## src/rtl/vend_dispense_ctrl.sv

```systemverilog
// Vending dispense controller: per-product stock, motor drive with stall timeout,
// coin-by-coin change payout and restock.
//
// state    | meaning
// ---------+----------------------------------------------------------
// IDLE     | waiting for a sale request; restock accepted here only
// MOTOR    | driving motor of latched product, counting toward timeout
// CHANGE   | one-cycle coin eject command
// WAIT_ACK | waiting (unbounded) for hopper acknowledge of the coin
// DONE     | one-cycle sale-complete pulse
// FAULT    | motor stalled; only clr_fault (or rst) leaves
module vend_dispense_ctrl #(
    parameter logic [3:0] STOCK_INIT    = 4'd9,
    parameter logic [7:0] MOTOR_TIMEOUT = 8'd20
) (
    input  logic       clk,
    input  logic       rst,
    input  logic       vend_req,
    input  logic [1:0] vend_sel,
    input  logic [1:0] vend_chg,
    input  logic       motor_done,
    input  logic       coin_ack,
    input  logic       restock,
    input  logic [1:0] restock_sel,
    input  logic [3:0] restock_qty,
    input  logic       clr_fault,
    output logic [3:0] motor_on,
    output logic       coin_eject,
    output logic       busy,
    output logic       vend_done,
    output logic       vend_rej,
    output logic       fault,
    output logic [3:0] sold_out
);

    typedef enum logic [2:0] {
        IDLE     = 3'd0,
        MOTOR    = 3'd1,
        CHANGE   = 3'd2,
        WAIT_ACK = 3'd3,
        DONE     = 3'd4,
        FAULT    = 3'd5
    } state_t;

    state_t     state_q, state_d;
    logic [1:0] sel_q, sel_d;
    logic [1:0] chg_q, chg_d;
    logic [7:0] cnt_q, cnt_d;
    logic [3:0] stock_q [4];
    logic [3:0] stock_d [4];
    logic       rej_q, rej_d;

    logic [4:0] rs_sum;
    logic [7:0] cnt_inc;

    assign rs_sum  = {1'b0, stock_q[restock_sel]} + {1'b0, restock_qty};
    assign cnt_inc = cnt_q + 8'd1;

    always_ff @(posedge clk) begin
        if (rst) begin
            state_q <= IDLE;
            sel_q   <= 2'd0;
            chg_q   <= 2'd0;
            cnt_q   <= 8'd0;
            rej_q   <= 1'b0;
            for (int i = 0; i < 4; i++) begin
                stock_q[i] <= STOCK_INIT;
            end
        end else begin
            state_q <= state_d;
            sel_q   <= sel_d;
            chg_q   <= chg_d;
            cnt_q   <= cnt_d;
            rej_q   <= rej_d;
            for (int i = 0; i < 4; i++) begin
                stock_q[i] <= stock_d[i];
            end
        end
    end

    always_comb begin
        state_d = state_q;
        sel_d   = sel_q;
        chg_d   = chg_q;
        cnt_d   = cnt_q;
        rej_d   = 1'b0;
        for (int i = 0; i < 4; i++) begin
            stock_d[i] = stock_q[i];
        end

        unique case (state_q)
            IDLE: begin
                if (vend_req) begin
                    if (stock_q[vend_sel] == 4'd0) begin
                        rej_d = 1'b1;
                    end else begin
                        sel_d   = vend_sel;
                        chg_d   = vend_chg;
                        cnt_d   = 8'd0;
                        state_d = MOTOR;
                    end
                end else if (restock) begin
                    stock_d[restock_sel] = rs_sum[4] ? 4'd15 : rs_sum[3:0];
                end
            end
            MOTOR: begin
                // cnt_q holds the MOTOR cycles already elapsed before this one
                if (motor_done) begin
                    stock_d[sel_q] = stock_q[sel_q] - 4'd1;
                    state_d        = (chg_q != 2'd0) ? CHANGE : DONE;
                end else if (cnt_inc == MOTOR_TIMEOUT) begin
                    state_d = FAULT;
                end else begin
                    cnt_d = cnt_inc;
                end
            end
            CHANGE: begin
                state_d = WAIT_ACK;
            end
            WAIT_ACK: begin
                if (coin_ack) begin
                    chg_d   = chg_q - 2'd1;
                    state_d = (chg_q == 2'd1) ? DONE : CHANGE;
                end
            end
            DONE: begin
                state_d = IDLE;
            end
            FAULT: begin
                if (clr_fault) begin
                    state_d = IDLE;
                end
            end
            default: begin
                state_d = IDLE;
            end
        endcase
    end

    assign motor_on   = (state_q == MOTOR) ? (4'b0001 << sel_q) : 4'b0000;
    assign coin_eject = (state_q == CHANGE);
    assign busy       = (state_q != IDLE);
    assign vend_done  = (state_q == DONE);
    assign vend_rej   = rej_q;
    assign fault      = (state_q == FAULT);

    always_comb begin
        for (int i = 0; i < 4; i++) begin
            sold_out[i] = (stock_q[i] == 4'd0);
        end
    end

endmodule

```

## config.mk

```make
export PLATFORM = sky130hd
export DESIGN_NAME = vend_dispense_ctrl
export DESIGN_NICKNAME = d
export VERILOG_FILES = /design/src/rtl/vend_dispense_ctrl.sv
export SDC_FILE = /design/constraint.sdc
export NUM_CORES = 1
export LEC_CHECK = 0
export CELL_PAD_IN_SITES_DETAIL_PLACEMENT = 1
export CELL_PAD_IN_SITES_GLOBAL_PLACEMENT = 2
export CORE_UTILIZATION = 33
export CTS_CLUSTER_SIZE = 30
export DETAILED_ROUTE_END_ITERATION = 10
export PLACE_DENSITY_LB_ADDON = 0.1
export SYNTH_ARGS = -nofsm -noshare
export SYNTH_HDL_FRONTEND = slang
export SYNTH_SLANG_ARGS = --single-unit
```

## constraint.sdc

```tcl
create_clock -name clk -period 4.4 [get_ports clk]
set_clock_uncertainty 0.2 [all_clocks]
set_input_delay 0.88 -clock clk [delete_from_list [all_inputs] [get_ports clk]]
set_output_delay 0.88 -clock clk [all_outputs]
set_load 0.005 [all_outputs]
```

==> flow_summary.json <==
{
  "cp.required_ns": 4.37,
  "status": "finished with violations",
  "core_um2": 6460,
  "rows": 29,
  "critPathKind": "input port to register",
  "gr-usage-met2": 0.337,
  "synth-edff-count": 0,
  "dpl.hpwl_um": 5190,
  "synthMostInstantiatedCell": "dfxtp_1",
  "viasPerCell": 5.90,
  "end_kind": "register",
  "power.share.clock": 0.296,
  "fmaxAchievable_mhz": 269,
  "ys_types": 60,
  "numCtsBuffers": 5,
  "drv_slew": 0,
  "vdd_drop_max_mv": 0.137,
  "pwr-share-seq": 0.401,
  "drc": 4,
  "swShare": 0.338,
  "fin_setup_tns_ns": 0,
  "start_kind": "input port",
  "cts_sinks": 34,
  "portBuffers": 29,
  "yosysTopAreaCell": "dfxtp_1",
  "wire_per_inst_um": 19.5,
  "post-route-min-period_ns": 3.72,
  "n_fill_cell": 755,
  "first_pass_iters": 7,
  "grtUsageMet1": 0.263,
  "final_area_um2": 2680,
  "dieWidth_um": 84.5,
  "grt_pass1_vias": 2132,
  "initial_core_util": 0.348,
  "synth_top_cell_area_share": 0.303,
  "grt_max_degree": 19,
  "critPathMaxFanout": 8,
  "clock_latency_ns": 0.28,
  "setup_viol": 0,
  "dieArea_um2": 7140,
  "cts_repair_resize_count": 0,
  "gp_congestion": 0.946,
  "grtUsageTotal": 0.201,
  "synthTopCellsByArea": "dfxtp_1 30%, mux4_2 5.0%, ha_1 4.5%",
  "vias": 2078,
  "placed_area_um2": 2560,
  "pin_count": 30,
  "violations": "DRC",
  "ys_ff_latch": 34,
  "ctsLongestPathBuffers": 2,
  "seq_area_frac_synth": 0.303,
  "grt_pass1_wl_um": 11100,
  "drt-initial-drc-count": 123,
  "synth.net_count": 275,
  "drive_gt1_frac": 0.0909,
  "grt_busiest_layer": "met2",
  "yosys_warnings": 0,
  "synth_ff_type": "dfxtp_1",
  "post_cts_buffers": 0,
  "grt_antenna_before_repair": 0,
  "combPwrFrac": 0.303,
  "ys_async_sr_fraction": 0,
  "seq_area_um2": 681,
  "reg2reg_slack_ns": 1.67,
  "p_per_area_nw_per_um2": 352,
  "hold_violations": 0,
  "ctsHtreeMaxLevel": 2,
  "antenna_cells": 0,
  "power_switching_uw": 318,
  "drv_cap": 0,
  "arrival_ns": 3.69,
  "yosys-top-cells-count": "34 x dfxtp_1, 20 x nor2_1, 18 x inv_1, 15 x a21oi_1, 12 x nand2_1",
  "met3_usage": 0.0324,
  "layout.nets": 300,
  "netlist_instances": 249,
  "grt_setup_unrepaired": "no",
  "clkTransAtPathRegs_ns": 0.08,
  "synth.avg_cell_area_um2": 9.02,
  "max_slew_margin": 0.579,
  "dieHeight_um": 84.5,
  "leakagePower_nw": 1.04,
  "gr-total-overflow": 0,
  "min_path_type": "register to register",
  "intPower_uw": 623,
  "postCtsHoldBufs": 0,
  "cts_root_buf": "clkbuf_8",
  "cts_tree": "done",
  "multiInputGateArea_um2": 1420,
  "area_growth_pct": 19.0,
  "ant_nets": 0,
  "tightest_slew_ns": 0.626,
  "finalCritPeriodShare": 0.845,
  "drt-total-wl_um": 6850,
  "synth_area_um2": 2250
}
## power groups by stage
stage          Sequential (mW)  Clock, mW  Combinational [mW]
2_1_floorplan            0.357          0               0.210
3_3_place_gp             0.384          0               0.285
4_1_cts                  0.377      0.286               0.287
3_5_place_dp             0.384          0               0.285
6_report                 0.377      0.278               0.285
5_1_grt                  0.381      0.301               0.313
## metal layers
| metal | up-vias | wire (um) |
|---|---|---|
| li1 | 1014 | - |
| met1 | 995 | 3190 |
| met2 | 63 | 3270 |
| met3 | 6 | 338 |
| met4 | 0 | 49 |
| met5 | - | 0 |
## cells by family (layout without fill, tap and decap cells)
group | count (synthesis) | count (layout) | synth area share
compound gates | 81 | 81 | 0.261
xor+xnor | 2 | 2 | 0.00780
fa+ha+maj | 9 | 9 | 0.0535
buf+inv | 31 | 57 | 0.0674
flops | 34 | 34 | 0.303
mux | 10 | 10 | 0.0941
simple gates | 82 | 82 | 0.213
## final cells by class
class	count	area share
repair buffers	31	0.114
well taps	77	0.0360
flip-flops and latches	34	0.254
clock buffers	8	0.0412
inverters	18	0.0253
multi-input cells	184	0.529
## stage by stage
stage                      util  instances  hold slack, ns  total power [mW]  setup slack [ns]
after floorplan               -        249           0.249             0.567              1.22
after global placement    0.397        344           0.268             0.669             0.440
after detailed placement  0.397        344           0.275             0.669             0.409
after CTS                 0.414        352           0.293             0.949             0.705
after global routing      0.414        352           0.312             0.995             0.501
final                     0.414        352           0.292             0.940             0.683
## placed cells by master, fill, tap and decap left out, drive strengths merged, types with 3 or more instances in the layout
| master | Yosys | final |
|---|---|---|
| clkbuf | 5 | 8 |
| nand3 | 6 | 6 |
| and2 | 3 | 3 |
| nor2 | 22 | 22 |
| a21o | 5 | 5 |
| o21ai | 14 | 14 |
| o221ai | 8 | 8 |
| dfxtp | 34 | 34 |
| nand2b | 5 | 5 |
| and3 | 6 | 6 |
| nor3b | 6 | 6 |
| o22ai | 9 | 9 |
| or3 | 3 | 3 |
| inv | 18 | 18 |
| mux4 | 8 | 8 |
| nor4 | 4 | 4 |
| a21oi | 15 | 15 |
| clkdlybuf4s50 | 0 | 29 |
| a221o | 4 | 4 |
| nor2b | 3 | 3 |
| nand2 | 12 | 12 |
| nand3b | 3 | 3 |
| a31oi | 5 | 5 |
| ha | 8 | 8 |
| a32o | 4 | 4 |
## final timing paths
path                                                  from                         end  depth (start not counted)
worst max-delay path                        restock_sel[0]  stock_q[3][0]$_SDFFE_PP1P_                         10
worst min register to register       cnt_q[7]$_SDFFE_PP0P_       cnt_q[7]$_SDFFE_PP0P_                          1
worst max register to register  stock_q[3][0]$_SDFFE_PP1P_  stock_q[3][0]$_SDFFE_PP1P_                          9
worst min-delay path                 cnt_q[7]$_SDFFE_PP0P_       cnt_q[7]$_SDFFE_PP0P_                          1
## registers in the layout, indices dropped and copies added, names as in the netlist, named ones only
register and count:
stock_q 16, chg_q 2, sel_q 2, cnt_q 8
state_q 3, vend_rej 1
## worst max-delay path, cell delays in order
cell             delay, ns
clkdlybuf4s50_1       0.67
mux4_2                0.54
ha_1                  0.21
inv_1                 0.07
fa_1                  0.18
nor2b_1               0.06
o21ai_1               0.13
nor3b_1               0.46
o22ai_1               0.17
a221o_1               0.31
Note: power is estimated with default switching activity, not from simulation.
